## src/rtl/acondicionador_botones.sv

```systemverilog
// Button front-end: synchronize, debounce and classify raw push-button pins
// into clean levels plus one-cycle press, release and long-hold events.
module acondicionador_botones #(
    parameter int N_BOT      = 4,
    parameter int TICK_DIV   = 50000,
    parameter int DEB_TICKS  = 20,
    parameter int HOLD_TICKS = 5000
) (
    input  logic             clk,
    input  logic             Bot_Reset,
    input  logic [N_BOT-1:0] btn_raw,
    output logic [N_BOT-1:0] btn_level,
    output logic [N_BOT-1:0] btn_pulse,
    output logic [N_BOT-1:0] btn_release,
    output logic [N_BOT-1:0] btn_hold,
    output logic             modo_test
);

    localparam int DIV_W  = $clog2(TICK_DIV - 1) + 1;
    localparam int DEB_W  = $clog2(DEB_TICKS) + 1;
    localparam int HOLD_W = $clog2(HOLD_TICKS) + 1;

    typedef enum logic [1:0] {
        IDLE,
        PRESSED,
        HELD
    } state_t;

    logic [DIV_W-1:0]  div_q, div_d;
    logic              tick;
    logic [N_BOT-1:0]  s1_q, s1_d;
    logic [N_BOT-1:0]  s2_q, s2_d;
    logic [N_BOT-1:0]  level_q, level_d;
    logic [N_BOT-1:0]  pulse_q, pulse_d;
    logic [N_BOT-1:0]  rel_q, rel_d;
    logic [N_BOT-1:0]  hold_q, hold_d;
    logic              modo_q, modo_d;
    logic [DEB_W-1:0]  deb_q [N_BOT];
    logic [DEB_W-1:0]  deb_d [N_BOT];
    logic [HOLD_W-1:0] hcnt_q [N_BOT];
    logic [HOLD_W-1:0] hcnt_d [N_BOT];
    state_t            st_q [N_BOT];
    state_t            st_d [N_BOT];

    assign tick = (div_q == DIV_W'(TICK_DIV - 1));

    always_comb begin
        div_d   = tick ? '0 : div_q + 1'b1;
        s1_d    = btn_raw;
        s2_d    = s1_q;
        level_d = level_q;
        pulse_d = '0;
        rel_d   = '0;
        hold_d  = '0;
        for (int i = 0; i < N_BOT; i++) begin
            deb_d[i]  = deb_q[i];
            hcnt_d[i] = hcnt_q[i];
            st_d[i]   = st_q[i];
            // a single agreeing tick restarts the debounce window
            if (tick) begin
                if (s2_q[i] != level_q[i]) begin
                    if (deb_q[i] == DEB_W'(DEB_TICKS - 1)) begin
                        level_d[i] = s2_q[i];
                        deb_d[i]   = '0;
                    end else begin
                        deb_d[i] = deb_q[i] + 1'b1;
                    end
                end else begin
                    deb_d[i] = '0;
                end
            end
            unique case (st_q[i])
                IDLE: begin
                    if (level_q[i]) begin
                        st_d[i]    = PRESSED;
                        pulse_d[i] = 1'b1;
                        hcnt_d[i]  = '0;
                    end
                end
                PRESSED: begin
                    if (!level_q[i]) begin
                        st_d[i]  = IDLE;
                        rel_d[i] = 1'b1;
                    end else if (tick) begin
                        if (hcnt_q[i] == HOLD_W'(HOLD_TICKS - 1)) begin
                            hcnt_d[i] = HOLD_W'(HOLD_TICKS);
                            hold_d[i] = 1'b1;
                            st_d[i]   = HELD;
                        end else begin
                            hcnt_d[i] = hcnt_q[i] + 1'b1;
                        end
                    end
                end
                HELD: begin
                    if (!level_q[i]) begin
                        st_d[i]  = IDLE;
                        rel_d[i] = 1'b1;
                    end
                end
                default: st_d[i] = IDLE;
            endcase
        end
        modo_d = modo_q ^ hold_d[0];
    end

    always_ff @(posedge clk or negedge Bot_Reset) begin
        if (!Bot_Reset) begin
            div_q   <= '0;
            s1_q    <= '0;
            s2_q    <= '0;
            level_q <= '0;
            pulse_q <= '0;
            rel_q   <= '0;
            hold_q  <= '0;
            modo_q  <= 1'b0;
            for (int i = 0; i < N_BOT; i++) begin
                deb_q[i]  <= '0;
                hcnt_q[i] <= '0;
                st_q[i]   <= IDLE;
            end
        end else begin
            div_q   <= div_d;
            s1_q    <= s1_d;
            s2_q    <= s2_d;
            level_q <= level_d;
            pulse_q <= pulse_d;
            rel_q   <= rel_d;
            hold_q  <= hold_d;
            modo_q  <= modo_d;
            for (int i = 0; i < N_BOT; i++) begin
                deb_q[i]  <= deb_d[i];
                hcnt_q[i] <= hcnt_d[i];
                st_q[i]   <= st_d[i];
            end
        end
    end

    assign btn_level   = level_q;
    assign btn_pulse   = pulse_q;
    assign btn_release = rel_q;
    assign btn_hold    = hold_q;
    assign modo_test   = modo_q;

endmodule

```

## config.mk

```make
export PLATFORM = sky130hd
export DESIGN_NAME = acondicionador_botones
export DESIGN_NICKNAME = d
export VERILOG_FILES = /design/src/rtl/acondicionador_botones.sv
export SDC_FILE = /design/constraint.sdc
export NUM_CORES = 1
export LEC_CHECK = 0
export ABC_CLOCK_PERIOD_IN_PS = 2400
export BUFFER_PORTS_ARGS = -buffer_cell sky130_fd_sc_hd__buf_2
export CAP_MARGIN = 20
export CORE_AREA = 4 4 116 118
export CTS_CLUSTER_DIAMETER = 80
export CTS_CLUSTER_SIZE = 12
export DETAILED_ROUTE_END_ITERATION = 8
export DIE_AREA = 0 0 120 122
export PLACE_DENSITY = 0.75
export SLEW_MARGIN = 20
export SYNTH_ARGS = -nofsm -noshare
export SYNTH_HDL_FRONTEND = slang
export SYNTH_SLANG_ARGS = --single-unit
export TNS_END_PERCENT = 30
```

## constraint.sdc

```tcl
create_clock -name clk -period 2.4 [get_ports clk]
set_input_delay 0.36 -clock clk [delete_from_list [all_inputs] [get_ports clk]]
set_output_delay 0.36 -clock clk [all_outputs]
set_load 0.05 [all_outputs]
```

Yosys cells after proc, flatten, opt, wreduce, memory -nomap -nowiden
Cells that the tools add are included. Widths: inputs -> output; s select.

Equality and inequality tests: 45. Bitwise gates (word level): 1. Muxes and demuxes: 85. Shift-type cells: 0. Div/mod/pow operators: 0. Multipliers: 0. Add/subtract/negate cells: 9. $lt $le $gt $ge: 0. Reductions and logical operators: 24.

Operator list (number): $mux 14 (16); $pmux 14 s2 (4); $add 14x1->14 const B (4); $eq 14x13->1 const B (4); $mux 6 (8); $mux 2 (20); $mux 1 (32); $ne 2x2->1 const B (16); $reduce_and 4->1 (8); $add 6x1->6 const B (4); $eq 6x5->1 const B (4); $ne 3x3->1 const B (8); $pmux 2 s3 (4); $add 17x1->17 const B (1); $eq 17x16->1 const B (1); $mux 17 (1); $reduce_and 3->1 (4); $eq 2x1->1 const B (4); $eq 2x2->1 const B (4); $logic_not 2->1 (4); $reduce_bool 2->1 (4); $reduce_or 2->1 (4); $ne 1x1->1 (4); $xor 1x1->1 (1).

RAM bits: 0. Input bits: 6. Latch bits: 0. Memories kept: 0. Logic and storage cells: 187. Output and inout bits: 17. Bits in registers: 130. ROM bits: 0.

Depth between registers and ports, before layout
Depth in word-level cells: 6. Depth in mapped cells: 9. Gate-level depth less buffers: 7.

Least setup slack after synthesis
Ideal clock, no wire load.

Path kind: reg2reg. From: register hcnt_q[3] (netlist bit). To: register st_q[0] (netlist bit). Data arrival time: 2.211 ns. Data required time: 2.264 ns. Period minus slack after synthesis: 2.347 ns. Buffers on the path: 1. Stages on the path, launching flop included: 7. Library setup time: 0.136 ns. Slack: 0.053 ns. Path through: dfrtp_1 -> or4b_2 -> or4_1 -> buf_2 -> o31a_1 -> o211ai_1 -> o311ai_1.

Cells in the longest elaborated chain, start to end: 3.

RTL lines: start: declaration (line 40) `logic [HOLD_W-1:0] hcnt_q [N_BOT];`; start signal: indexed assignment (line 132) `hcnt_q[i] <= hcnt_d[i];`; $eq 14x13->1 (line 85) `if (hcnt_q[i] == HOLD_W'(HOLD_TICKS - 1)) begin`; $ne 3x3->1 (no source line); $reduce_and 4->1 (no source line); end signal: indexed assignment (line 133) `st_q[i] <= st_d[i];`; end: declaration (line 42) `state_t st_q [N_BOT];`.

Every way passes these cells. A chain may end at the register's enable or synchronous reset.

Worst setup path in the final report
From: register div_q[4]. To: register hcnt_q[19] (netlist bit).

Cells in the longest elaborated chain, start to end: 3.

RTL lines: start: declaration (line 29) `logic [DIV_W-1:0] div_q, div_d;`; start signal: assignment (line 122) `div_q <= div_d;`; $eq 17x16->1 (line 45) `assign tick = (div_q == DIV_W'(TICK_DIV - 1));`; $ne 2x2->1 (no source line); $reduce_and 4->1 (no source line).

Every way passes these cells.

==> summary.log <==
qor: run_status.status finished clean
qor: final_layout.antennaDiodeCount 0
qor: power.power_report.internal_total 3.75 mW
qor: worst_setup_path.critical_path.max_fanout 5
qor: hold_path.worstHoldEndpoint s1_q[2]$_DFF_PN0_
qor: synth.primary_ff_master_synth sky130_fd_sc_hd__dfrtp_1
qor: hold_path.worstHoldPathCells 1
qor: global_route.grt_pass1_wl 27700 um
qor: detailed_routing.drcViolationCount 0
qor: floorplan.placementRows 41
qor: synth.syn_area 6860 um2
qor: synth.post_synth_main_area_contributors sky130_fd_sc_hd__dfrtp_1 47%, sky130_fd_sc_hd__nand2_1 4.7%, sky130_fd_sc_hd__o21ai_0 4.3%
qor: hold_path.timing.hold.worst.class input port to flop
qor: detailed_routing.drt_wl_cell 16.5 um
qor: clock_tree.cts_buffer_depth 2
qor: power.clockPowerShare 51.5%
qor: floorplan.core_area 12500 um2
qor: sta.clock.fmax 431 MHz
qor: sta.relSlewSlack 41.7%
qor: worst_setup_path.worst_setup_path_end_kind flop
qor: floorplan.boundaryPins 23
qor: sta.post-route-min-period 2.32 ns
qor: placement.io_buffers 22
qor: detailed_routing.detail-route-antenna-nets 0
qor: final_layout.instances_no_fill 983
qor: hold_path.hold_path_startpoint btn_raw[2]
qor: sta.grt_setup_unrepaired yes
qor: synth.share_of_yosys_cell_area_claimed_by_the_top_area_cell_type 47.4%
qor: global_route.grt_start_max_net_pins 48
qor: floorplan.start_util 55.0%
qor: power.share_comb_of_total_power 1.5%
qor: global_route.grt_pass1_vias 5950
qor: final_layout.seq_area 3250 um2
qor: final_layout.final_layout_size_suffix_gt1_share 17.0%
qor: worst_setup_path.worst_ep_arrival_time 2.65 ns
qor: clock_tree.cts_tree built
qor: sta.worst_slew_pin_slew 0.870 ns
qor: final_layout.finish.utilization 65.5%
qor: power.ir_drop 447 uV
qor: placement.detailedPlacementHpwl 11400 um
qor: worst_setup_path.path_class flop to flop
qor: clock_tree.clk-insertion-delay-late 0.41 ns
qor: placement.globalplace.congestion 0.947
qor: synth.postSynthNetCount 754
qor: worst_setup_path.kind_of_launch_point_of_the_worst_setup_path flop
qor: power.power_switching_share 20.1%
qor: synth.postSynthAreaPerCell 9.44 um2
qor: power.p_seq_share 47.0%
qor: global_route.initial_antenna_violation_count 0
qor: synth.yosys.area_share.xor_xnor 2.68%
qor: synth.synth.mux.area_fraction 0.948%
qor: synth.synth_cell_type_count 64
qor: synth.synth-warning-count 0
qor: sta.final-setup-viol-count 0
qor: final_layout.fillers 964
qor: floorplan.die_width 120 um
qor: worst_setup_path.crit_path_top_delay_cell sky130_fd_sc_hd__or4b_4
qor: job.cap_violations 0
qor: power.total_leakage_power 3.61 nW
qor: sta.final_min_period_over_clock_period 96.7%
qor: detailed_routing.detail_route.iter0.violations 495
qor: worst_setup_path.path_delay_family simple AND/OR/NAND/NOR gates
qor: clock_tree.clkTransAtPathRegs 0.05 ns
qor: synth.synth-async-reset-ratio 100%
qor: sta.finalHoldViolations 0
qor: placement.dp_cells 949
qor: synth.synth_seq_area_share 47.4%
qor: synth.post_synth_most_frequent_cells 130 x sky130_fd_sc_hd__dfrtp_1, 86 x sky130_fd_sc_hd__nand2_1, 59 x sky130_fd_sc_hd__o21ai_0
qor: clock_tree.number_of_buffers_added_by_the_clock_tree_synthesis_step 17
qor: power.power.density 575 nW/um2
qor: clock_tree.clk_root_buffer_cell sky130_fd_sc_hd__clkbuf_16
qor: synth.synth_adder_area_share 3.83%
qor: detailed_routing.totalWireLength 16200 um
qor: clock_tree.clock_sink_count 130
qor: detailed_routing.num_vias 6034
qor: final_layout.multiInputGateArea 3500 um2
qor: worst_setup_path.timing.reg2reg.worst_path_depth 5
qor: synth.synth_top_family_by_area simple AND/OR/NAND/NOR gates
qor: floorplan.die-height 122 um
qor: worst_setup_path.crit_chain or4b_4 > or3_4 > or2_4 > or4_1 > mux2i_1
qor: synth.area_leader_netlist sky130_fd_sc_hd__dfrtp_1
qor: synth.synth-seq-cells 130
qor: global_route.global_route.overflow_total 0
qor: worst_setup_path.critPathMaxStageDelay 0.55 ns
qor: detailed_routing.post_dr_vias_cell 6.14
qor: worst_setup_path.reg2reg_slack 0.08 ns
qor: worst_setup_path.cp.buffers_inverters 0
qor: synth.post_synth_inst_count 727
qor: worst_setup_path.cp_data_required_time 2.73 ns
qor: final_layout.area.growth.synth_to_final 19.1%
qor: final_layout.design.final.nets 827
qor: clock_tree.h-tree-depth 4
qor: synth.number_of_synthesized_flops_with_an_enable_pin 0
qor: synth.synth_compound_area_share 16.7%
qor: sta.fin_skew 0.00740 ns
qor: floorplan.floorplan.die_area 14600 um2
qor: global_route.globalRouteTotalUtil 23.3%
qor: worst_setup_path.worst_r2r_startpoint div_q[4]$_DFF_PN0_
qor: synth.synth-simple-area-share 25.8%
qor: final_layout.layout.cell_area.non_filler 8170 um2
qor: worst_setup_path.rr_endpoint hcnt_q[19]$_DFFE_PN0P_
qor: detailed_routing.drt_first_pass_iters 5
qor: power.power.switching 944 uW
qor: placement.post_dp_cell_area 7520 um2
qor: sta.slew_violations 0
qor: synth.synth.most_common_cell sky130_fd_sc_hd__dfrtp_1
[power by group through the flow]
stage	combinational (mW)	clock [mW]	sequential, mW
floorplan	0.0120	0	2.24
global placement	0.0704	0	2.24
detailed placement	0.0725	0	2.24
CTS	0.0740	2.46	2.20
global route	0.0826	2.57	2.20
finish	0.0705	2.42	2.21
[layout make-up]
type	instances	area share (%)
Timing Repair Buffer	79	7.11
Inverter	20	0.919
Tap cell	172	2.63
Sequential cell	130	39.8
Multi-Input combinational cell	552	42.9
Clock buffer	23	5.60
Clock inverter	7	1.04
[worst register-to-register path: cells and delay by family, from the launching register on]
kind	cells	cell delay, ns
and+or+nand+nor	4	1.70
DFF	1	0.39
muxes	1	0.16
[per-stage QoR]
| step | worst slack [ns] | setup TNS (ns) | power [mW] | hold slack, ns |
|---|---|---|---|---|
| finish | 0.0791 | 0 | 4.69 | 0.0511 |
| global route | -0.0355 | -0.0552 | 4.86 | 0.0318 |
| CTS | 0.0116 | 0 | 4.74 | 0.0320 |
| detailed placement | -0.0128 | -0.0219 | 2.32 | 0.336 |
| global placement | 0.0390 | 0 | 2.31 | 0.332 |
| floorplan | 0.0529 | 0 | 2.25 | 0.0644 |
[registers in the layout (all words and copies together), names as in the netlist]
register / cells
modo_test: 1
div_q: 17
deb_q: 24
s1_q: 4
btn_release: 4
btn_level: 4
s2_q: 4
st_q: 8
btn_hold: 4
hcnt_q: 56
btn_pulse: 4
[cell families (layout without fill, tap and decap cells)]
family | Yosys count | in the layout
compound gates | 174 | 174
xor+xnor | 21 | 21
fa+ha+maj | 21 | 21
buf+inv | 45 | 129
flops | 130 | 130
mux | 6 | 6
simple gates | 330 | 330
[routing by layer]
| layer | global-route usage (%) | vias to the layer above | routed length, um |
|---|---|---|---|
| met3 | 4.41 | 35 | 788 |
| met5 | 0 | - | 0 |
| met2 | 38.4 | 203 | 7980 |
| li1 | - | 2864 | - |
| met4 | 9.88 | 0 | 380 |
| met1 | 30.2 | 2932 | 7090 |
[placed cells by master, fill, tap and decap left out, drive strengths merged, types with 22 or more instances in the layout]
cell type / Yosys / routed
buf: 4 / 78
dfrtp: 130 / 130
nand3: 46 / 46
o21ai: 59 / 59
and3: 22 / 22
nor2: 46 / 46
o31ai: 24 / 24
clkbuf: 21 / 23
nand2: 86 / 86
[what timing repair did]
| action | CTS | global route |
|---|---|---|
| endpoints found under the hold margin | 43 | 0 |
| pin swaps | 0 | 1 |
| endpoints found under the setup margin | 4 | 49 |
| hold buffers | 1 | 0 |
| resized for setup | 2 | 15 |
| buffers inserted | 0 | 3 |
| cloned | 0 | 0 |
[worst max path at each step]
stage / start / slack (ns) / depth (start not counted) / endpoint
final: div_q[4]$_DFF_PN0_ / 0.08 / 5 / hcnt_q[19]$_DFFE_PN0P_
after global routing: hcnt_q[1]$_DFFE_PN0P_ / -0.04 / 6 / st_q[0]$_DFFE_PN0P_
after CTS: div_q[4]$_DFF_PN0_ / 0.01 / 6 / hcnt_q[44]$_DFFE_PN0P_
after detailed placement: div_q[4]$_DFF_PN0_ / -0.01 / 7 / hcnt_q[8]$_DFFE_PN0P_
after global placement: div_q[4]$_DFF_PN0_ / 0.04 / 7 / hcnt_q[10]$_DFFE_PN0P_
after floorplan: hcnt_q[3]$_DFFE_PN0P_ / 0.05 / 6 / st_q[0]$_DFFE_PN0P_
(Power assumes the default switching activity.)
